### src/rtl/reg_bus_arbiter_pkg.sv
// Shared widths, defaults and FSM state type for the two-port register bus arbiter.
package reg_bus_arbiter_pkg;

    localparam int ADDR_W = 7;
    localparam int DATA_W = 8;
    localparam int GAP_W  = 4;

    localparam logic [ADDR_W-1:0] RSVD_ADDR_DEFAULT = 7'h7F;

    typedef enum logic [1:0] {
        ST_IDLE,
        ST_ISSUE,
        ST_HOLD
    } state_t;

endpackage

### src/rtl/reg_bus_arbiter_rr_arb2.sv
// Combinational two-way round-robin pick; the priority pointer is owned by the caller.
module rr_arb2 (
    input  logic req0,
    input  logic req1,
    input  logic pri,
    output logic winner,
    output logic valid
);

    // A lone request always wins; the pointer only breaks ties.
    always_comb begin
        valid = req0 | req1;
        if (req0 && req1) begin
            winner = pri;
        end else begin
            winner = req1;
        end
    end

endmodule

### src/rtl/reg_bus_arbiter.sv
// Two-requester write arbiter feeding a register bank: grant, one issue cycle, then GAP holdoff cycles.
module reg_bus_arbiter
    import reg_bus_arbiter_pkg::*;
#(
    parameter int                GAP       = 2,
    parameter logic [ADDR_W-1:0] RSVD_ADDR = RSVD_ADDR_DEFAULT
) (
    input  logic              CLK,
    input  logic              RST,
    input  logic              REQ0,
    input  logic [ADDR_W-1:0] ADDR0,
    input  logic [DATA_W-1:0] DATA0,
    output logic              ACK0,
    input  logic              REQ1,
    input  logic [ADDR_W-1:0] ADDR1,
    input  logic [DATA_W-1:0] DATA1,
    output logic              ACK1,
    output logic              NAK,
    output logic              STB,
    output logic [ADDR_W-1:0] ADDR,
    output logic [DATA_W-1:0] DOUT,
    output logic              GNT,
    output logic              BUSY
);

    state_t             state;
    state_t             next_state;
    logic [GAP_W-1:0]   cnt;
    logic               pri;
    logic               win;
    logic               win_valid;
    logic               grant;
    logic               stb_d;
    logic               nak_d;
    logic               ack0_d;
    logic               ack1_d;
    logic               busy_d;

    rr_arb2 u_arb (
        .req0   (REQ0),
        .req1   (REQ1),
        .pri    (pri),
        .winner (win),
        .valid  (win_valid)
    );

    always_ff @(posedge CLK) begin
        if (RST) begin
            state <= ST_IDLE;
        end else begin
            state <= next_state;
        end
    end

    always_comb begin
        next_state = state;
        case (state)
            ST_IDLE:  if (win_valid) next_state = ST_ISSUE;
            ST_ISSUE: next_state = ST_HOLD;
            ST_HOLD:  if (cnt == '0) next_state = ST_IDLE;
            default:  next_state = ST_IDLE;
        endcase
    end

    // Outputs are registered views of the current state, so they trail it by one cycle.
    always_comb begin
        grant  = (state == ST_IDLE) && win_valid;
        stb_d  = (state == ST_ISSUE) && (ADDR != RSVD_ADDR);
        nak_d  = (state == ST_ISSUE) && (ADDR == RSVD_ADDR);
        ack0_d = (state == ST_ISSUE) && !GNT;
        ack1_d = (state == ST_ISSUE) && GNT;
        busy_d = (state != ST_IDLE);
    end

    always_ff @(posedge CLK) begin
        if (RST) begin
            STB  <= 1'b0;
            NAK  <= 1'b0;
            ACK0 <= 1'b0;
            ACK1 <= 1'b0;
            BUSY <= 1'b0;
            GNT  <= 1'b0;
            ADDR <= '0;
            DOUT <= '0;
            pri  <= 1'b0;
            cnt  <= '0;
        end else begin
            STB  <= stb_d;
            NAK  <= nak_d;
            ACK0 <= ack0_d;
            ACK1 <= ack1_d;
            BUSY <= busy_d;
            if (grant) begin
                ADDR <= win ? ADDR1 : ADDR0;
                DOUT <= win ? DATA1 : DATA0;
                GNT  <= win;
                pri  <= ~win;
            end
            if (state == ST_ISSUE) begin
                cnt <= GAP_W'(GAP - 1);
            end else if ((state == ST_HOLD) && (cnt != '0)) begin
                cnt <= cnt - GAP_W'(1);
            end
        end
    end

endmodule

### config.mk
export PLATFORM = sky130hd
export DESIGN_NAME = reg_bus_arbiter
export DESIGN_NICKNAME = d
export VERILOG_FILES = /design/src/rtl/reg_bus_arbiter_pkg.sv /design/src/rtl/reg_bus_arbiter_rr_arb2.sv /design/src/rtl/reg_bus_arbiter.sv
export SDC_FILE = /design/constraint.sdc
export NUM_CORES = 1
export LEC_CHECK = 0
export CORE_MARGIN = 3
export CORE_UTILIZATION = 37
export CTS_CLUSTER_SIZE = 24
export DETAILED_ROUTE_END_ITERATION = 8
export GPL_TIMING_DRIVEN = 0
export HOLD_SLACK_MARGIN = 0.03
export PLACE_DENSITY = 0.78
export RECOVER_POWER = 50
export SYNTH_ARGS = -nofsm -noshare
export SYNTH_HDL_FRONTEND = slang
export SYNTH_SLANG_ARGS = --single-unit
### constraint.sdc
create_clock -name CLK -period 1.42 [get_ports CLK]
set_input_delay 0.142 -clock CLK [delete_from_list [all_inputs] [get_ports CLK]]
set_output_delay 0.142 -clock CLK [all_outputs]
set_load 0.01 [all_outputs]
==> out/metrics.cfg, run 1 <==
[setup_path]
rrSetupSlack_ns=0.05
critPathKind=reg -> out
cp_cell_sequence=clkdlybuf4s50_1
cp.required_ns=1.28
cp_num_cells=1
worst_r2r_path_depth=5
r2r_start=state[0]
endpoint=DOUT[5]
timing.rr.end=ADDR[4]
cp_max_fo=2
cp-start-kind=flip-flop
critPathArrivalTime_ns=1.23
cp-startpoint=DOUT[5]
end_kind=output pin
path_delay_family=buffers and inverters
cpMaxStageDelayCell=clkdlybuf4s50_1
critical_path.max_stage_delay_ns=0.54
path_buf_inv=1

[sta]
setup_viol=0
fin_crit_ns=1.38
slew_headroom=0.672
fin_crit_sh=0.969
hold_slack_ns=0.170
worstMarginPinSlew_ns=0.491
fin_tns_setup_ns=0
hold_viol=0
worst_slack_ns=0.0435
rsz0062_at_grt=true
skew_ns=0.0180
max_freq_ghz=0.726
maxSlewViolCount=0

[clocking]
cts_buffer_depth=2
cts_tree=yes
htree_levels=1
insertion_delay_ns=0.33
cts_hold_buf=0
clk_transition_reported_paths_ns=0.16
cts_root_buf=clkbuf_4
numCtsBuffers=3
clock-sinks=28

[placement]
dp_hpwl_um=2820
post-place-ws_ns=-0.240
io_buffers=53
routabilityCongestion=0.772
dp_cells=244

[detailed_routing]
wl_met2_um=1930
via_per_inst=5.30
drc=0
top_layer_used=met4
wl_um=3870
ant_nets=0
vias=1346
drt_first_pass_iters=4
wl_met3_um=285
met1_length_um=1560
wire_per_inst_um=15.2
drt_iter0_markers=92

[logic_synthesis]
synth_warnings=0
synth_cell_types=31
synth_cells=147
synth_nets=182
syn_area_mm2=0.00128
syn_area_per_cell_um2=8.72
yosys_register_bits=28
ys_seq_area_frac=0.437

[finish]
nNetsFinal=246
drive_above_1_share=0.171
syn2layout_area_growth_pct=53.8
final_cells=254
nFillCells=293
multi_input_area_um2=646
antenna_cells=0
regArea_um2=568

[global_routing]
grt_pass1_vias=1257
grt_first_pass_wirelength_um=6070
overflow=0
grt_max_degree=18
antenna_found_initial=0
grt_usage=0.189

[outcome]
outcome=finished, final reports clean

[floorplanning]
fp.dieW_um=64.8
rows=20
initial_core_util=0.403
pin_count=55
die-area_mm2=0.00420
core_mm2=0.00318
die_y_um=64.8

[power_and_ir_drop]
totalPowerFinal_uw=1800
ir_worst_vdd_mv=0.673
power_density_mw_per_mm2=912
p_leak_uw=0.000702

[min_path]
worstHoldPathType=in -> reg

[run]
drv_cap=0

==> flip-flops by register name, summed over array words and instances (netlist names) <==
signal	cells
cnt	4
BUSY	1
ACK1	1
state	2
pri	1
ACK0	1
DOUT	8
ADDR	7
GNT	1
NAK	1
STB	1
==> kinds of logic (layout without fill, tap and decap cells) <==
kind of cell | Yosys count | count (layout) | share of synthesized area
and+or+nand+nor | 63 | 63 | 0.290
AOI/OAI and AO/OA | 38 | 38 | 0.187
DFF | 28 | 28 | 0.438
buffers and inverters | 16 | 79 | 0.0674
adders and majority gates | 1 | 1 | 0.00976
muxes | 1 | 1 | 0.00781
==> how the worst min path moves through the flow <==
stage,from,end,slack (ns),cells past startpoint
after floorplan,ADDR0[0],ADDR[0],0.30,2
after global placement,GNT,ACK0,0.42,1
after detailed placement,GNT,ACK0,0.44,1
after CTS,RST,BUSY,0.17,2
after global routing,RST,BUSY,0.19,2
final,RST,BUSY,0.17,2
==> power by group <==
part / switching, uW / leakage [uW] / internal [uW] / total, uW
Sequential: 35.7 / 0.000232 / 851 / 887
Clock: 230 / 0.0000210 / 157 / 387
Combinational: 243 / 0.000448 / 281 / 524
==> synthesized netlist by cell type <==
cell,number,share of area
nand2_1,3,0.0088
buf_2,3,0.012
a21oi_1,3,0.012
clkbuf_1,6,0.018
mux2i_1,1,0.0078
or3b_4,1,0.0088
ha_1,1,0.0098
o21ai_0,7,0.027
nand3b_1,2,0.012
nand4_1,1,0.0049
nand3_1,32,0.12
nor4bb_1,1,0.0078
buf_6,2,0.018
buf_4,2,0.012
dfxtp_1,28,0.44
nor2b_1,3,0.015
a2bb2oi_1,1,0.0068
and3_4,1,0.0088
or3_1,1,0.0049
nor3_1,3,0.012
nor2_1,5,0.015
and2_0,1,0.0049
inv_1,3,0.0088
nand2b_1,5,0.024
a2111oi_4,1,0.021
o21ai_1,9,0.035
a31oi_1,16,0.078
nor2_2,1,0.0049
or2_1,1,0.0049
a31o_1,1,0.0068
nor3b_4,2,0.029
==> layer usage <==
layer  up-vias  track usage
met5         -            0
met4         0       0.0739
met3         8       0.0416
met2        57        0.315
met1       618        0.234
li1        663            -
==> repair_timing <==
| action | 4_1_cts | 5_1_grt |
|---|---|---|
| resized for setup | 5 | 20 |
| setup buffers | 4 | 4 |
| setup endpoints to repair | 8 | 27 |
| cloned | 0 | 0 |
| pin swaps | 4 | 2 |
==> stage by stage <==
stage                     cell area [um2]   util
after floorplan                      1290      -
after global placement               1880  0.591
after detailed placement             1880  0.591
after CTS                            1940  0.610
after global routing                 1970  0.620
final                                1970  0.620
==> final cells by class <==
type                            instances  area share
Clock buffer                            4      0.0184
Timing Repair Buffer                   61       0.297
Tap cell                               44      0.0279
Sequential cell                        28       0.288
Inverter                                3     0.00571
Multi-Input combinational cell        103       0.328
Buffer                                 11      0.0356
==> cell usage in the layout (no fill, tap or decap), drive strengths merged, types with 5 or more instances in the layout <==
master and n:
clkdlybuf4s50 40, nand3 32, dfxtp 28, a31oi 16, o21ai 16, buf 12, clkbuf 11, clkdlybuf4s25 10
nor2 6, nand2b 5
(Power assumes the default switching activity.)
==> run 2, diff against run 1 <==
Settings changed: CAP_MARGIN from default to 20.
==> results of run 2 <==
No change in the layout: final DEF, timing and power equal those of run 1.
==> run 3, diff against run 2 <==
Settings changed: ABC_AREA from default to 1, CORE_UTILIZATION 37 to 39, PLACE_DENSITY 0.78 to 0.8.
==> run 3 against run 2 <==
Compared with the run above:
- count of clock-buffer cells in the layout is 1 lower
- sequential power is 0.8% higher
- combinational power rose by 8.0%
- non-clock buffer count down 11
- wire length down 12%
- worst hold slack better by 0.031 ns
- global-route usage down 2.8 points
- critical path depth did not move
- sequential share of layout area shrank 0.59 points
- clock skew decreased by 0.0067 ns
- total power is 0.57% lower
- critical endpoint is now ADDR[3]
- largest cell class is now multi-input gates
- largest power group unchanged
- highest routed layer unchanged
==> out/metrics.cfg, run 3 <==
[logic_synthesis]
synth-edff-count=0
synth_top_area_frac=0.404
ys.flop_type=dfxtp_1
ys_seq_area_frac=0.404
synth_cell_types=23
syn_area_per_cell_um2=7.51
synth_warnings=0
synth_nets=220
yosys_register_bits=28
yosysTopAreaCell=dfxtp_1
synthTopCellsByArea=dfxtp_1 (40%), nand2_1 (11%), nand3_1 (9.0%), nand4_1 (7.7%), inv_1 (7.3%)
async_flop_share=0
synth_cells=185
synth_common_cells=nand2_1 (41), dfxtp_1 (28), inv_1 (27), nand3_1 (25), nand4_1 (17)
syn_area_mm2=0.00139
yosysMostFrequentCell=nand2_1

[sta]
max_freq_ghz=0.731
worstMarginPinSlew_ns=0.295
slew_headroom=0.803
hold_viol=0
fin_crit_ns=1.37
maxSlewViolCount=0
rsz0062_at_grt=false
skew_ns=0.0113
fin_crit_sh=0.964
setup_viol=0
hold_slack_ns=0.201
worst_slack_ns=0.0515

[detailed_routing]
drt_first_pass_iters=4
drc=0
vias=1361
via_per_inst=4.74
ant_nets=0
wl_um=3400
wire_per_inst_um=11.9
drt_iter0_markers=89

[clocking]
numCtsBuffers=3
htree_levels=1
cts_tree=yes
clk_transition_reported_paths_ns=0.15
clock-sinks=28
cts_buffer_depth=2
cts_root_buf=clkbuf_4
insertion_delay_ns=0.33
postCtsSetupBuffers=0

[finish]
syn2layout_area_growth_pct=44.2
reg_top3=DOUT x8, ADDR x7, cnt x4
largest_register=DOUT
finalInstanceArea_mm2=0.00200
antenna_cells=0
nNetsFinal=278
final_cells=287
nFillCells=304
drive_above_1_share=0.129
layout_common_cells=nand2_1 (41), clkdlybuf4s50_1 (41), inv_1 (27)
largest_reg_flops=8

[min_path]
holdPathStages=5
worstHoldPathType=in -> reg

[setup_path]
cpMaxStageDelayCell=clkdlybuf4s50_1
path_delay_family=buffers and inverters
cp_num_cells=1
cp_max_fo=3
critPathKind=reg -> out
path_buf_inv=1
cp_cell_sequence=clkdlybuf4s50_1
cp-start-kind=flip-flop
cp.required_ns=1.28
critPathArrivalTime_ns=1.23
worst_r2r_path_depth=6
critical_path.max_stage_delay_ns=0.54
end_kind=output pin

[power_and_ir_drop]
sw_frac_of_total=0.311
totalPowerFinal_uw=1790
power_frac_comb=0.317
intPower_uw=1230
p_switching_uw=556
seqPwrFrac=0.500
p_leak_uw=0.000933
power_frac_clock=0.184
ir_worst_vdd_mv=0.728
power_density_mw_per_mm2=892

[global_routing]
grt_pass1_vias=1228
grt_max_degree=15
antenna_found_initial=0
grt_first_pass_wirelength_um=5450
grt_usage=0.160
overflow=0

[placement]
io_buffers=53
dp_hpwl_um=2490
dp_cells=284
post-place-ws_ns=-0.158
routabilityCongestion=0.804
post_dp_cell_area_mm2=0.00198

[outcome]
outcome=finished, final reports clean

[run]
drv_cap=0

[floorplanning]
rows=21
die-area_mm2=0.00431
die_y_um=65.7
core_mm2=0.00339
pin_count=55
fp.dieW_um=65.7
initial_core_util=0.410

run 3: cell count changes in the layout (fill, tap and decap cells not counted), sizes merged, moves of 3 or more:
cell,delta
clkdlybuf4s25,-3
nor2,+10
o21ai,-12
nand2,+40
nand2b,-5
buf,-4
a31oi,-16
nand4,+16
clkbuf,-8
nor2b,-3
inv,+24
run 3: logic make-up after synthesis:
family / after synthesis / synth area share
buffers and inverters: 36 / 0.130
AOI/OAI and AO/OA: 9 / 0.0432
DFF: 28 / 0.404
and+or+nand+nor: 111 / 0.414
adders and majority gates: 1 / 0.00901
run 3: final cells by class:
cell class,count,area [um2],area share
multi-input cells,121,648,0.324
flip-flops and latches,28,566,0.282
repair buffers,53,529,0.264
inverters,28,105,0.0525
plain buffers,8,75.1,0.0375
well taps,46,57.6,0.0287
clock buffers,3,22.5,0.0112
run 3: layer usage:
metal / GRT usage / share of wire
met1: 0.214 / 0.45
met2: 0.245 / 0.48
met3: 0.0530 / 0.066
met4: 0.0440 / 0.0094
met5: 0 / 0
run 3: path summary, 6_finish.rpt:
| path | startpoint | end | slack, ns |
|---|---|---|---|
| worst max-delay path | ADDR[3] | ADDR[3] | 0.05 |
| worst min-delay path | REQ1 | DOUT[4] | 0.20 |
| worst max register to register | state[1] | ADDR[1] | 0.14 |
| worst min register to register | pri | pri | 0.48 |
run 3: stage by stage:
step / setup TNS [ns] / utilization
global route: 0 / 0.591
detailed placement: -2.20 / 0.583
CTS: 0 / 0.590
global placement: -1.79 / 0.583
floorplan: 0 / -
finish: 0 / 0.591
run 3: power by group through the flow:
| stage | sequential [uW] | combinational [uW] | clock, uW |
|---|---|---|---|
| 6_report | 894 | 566 | 328 |
| 3_3_place_gp | 907 | 574 | 0 |
| 5_1_grt | 902 | 624 | 369 |
| 4_1_cts | 892 | 576 | 335 |
| 2_1_floorplan | 929 | 294 | 0 |
| 3_5_place_dp | 909 | 580 | 0 |
run 3: what timing repair did:
item,4_1_cts,5_1_grt
resized for setup,5,11
setup endpoints to repair,5,12
hold buffers,0,0
pin swaps,0,1
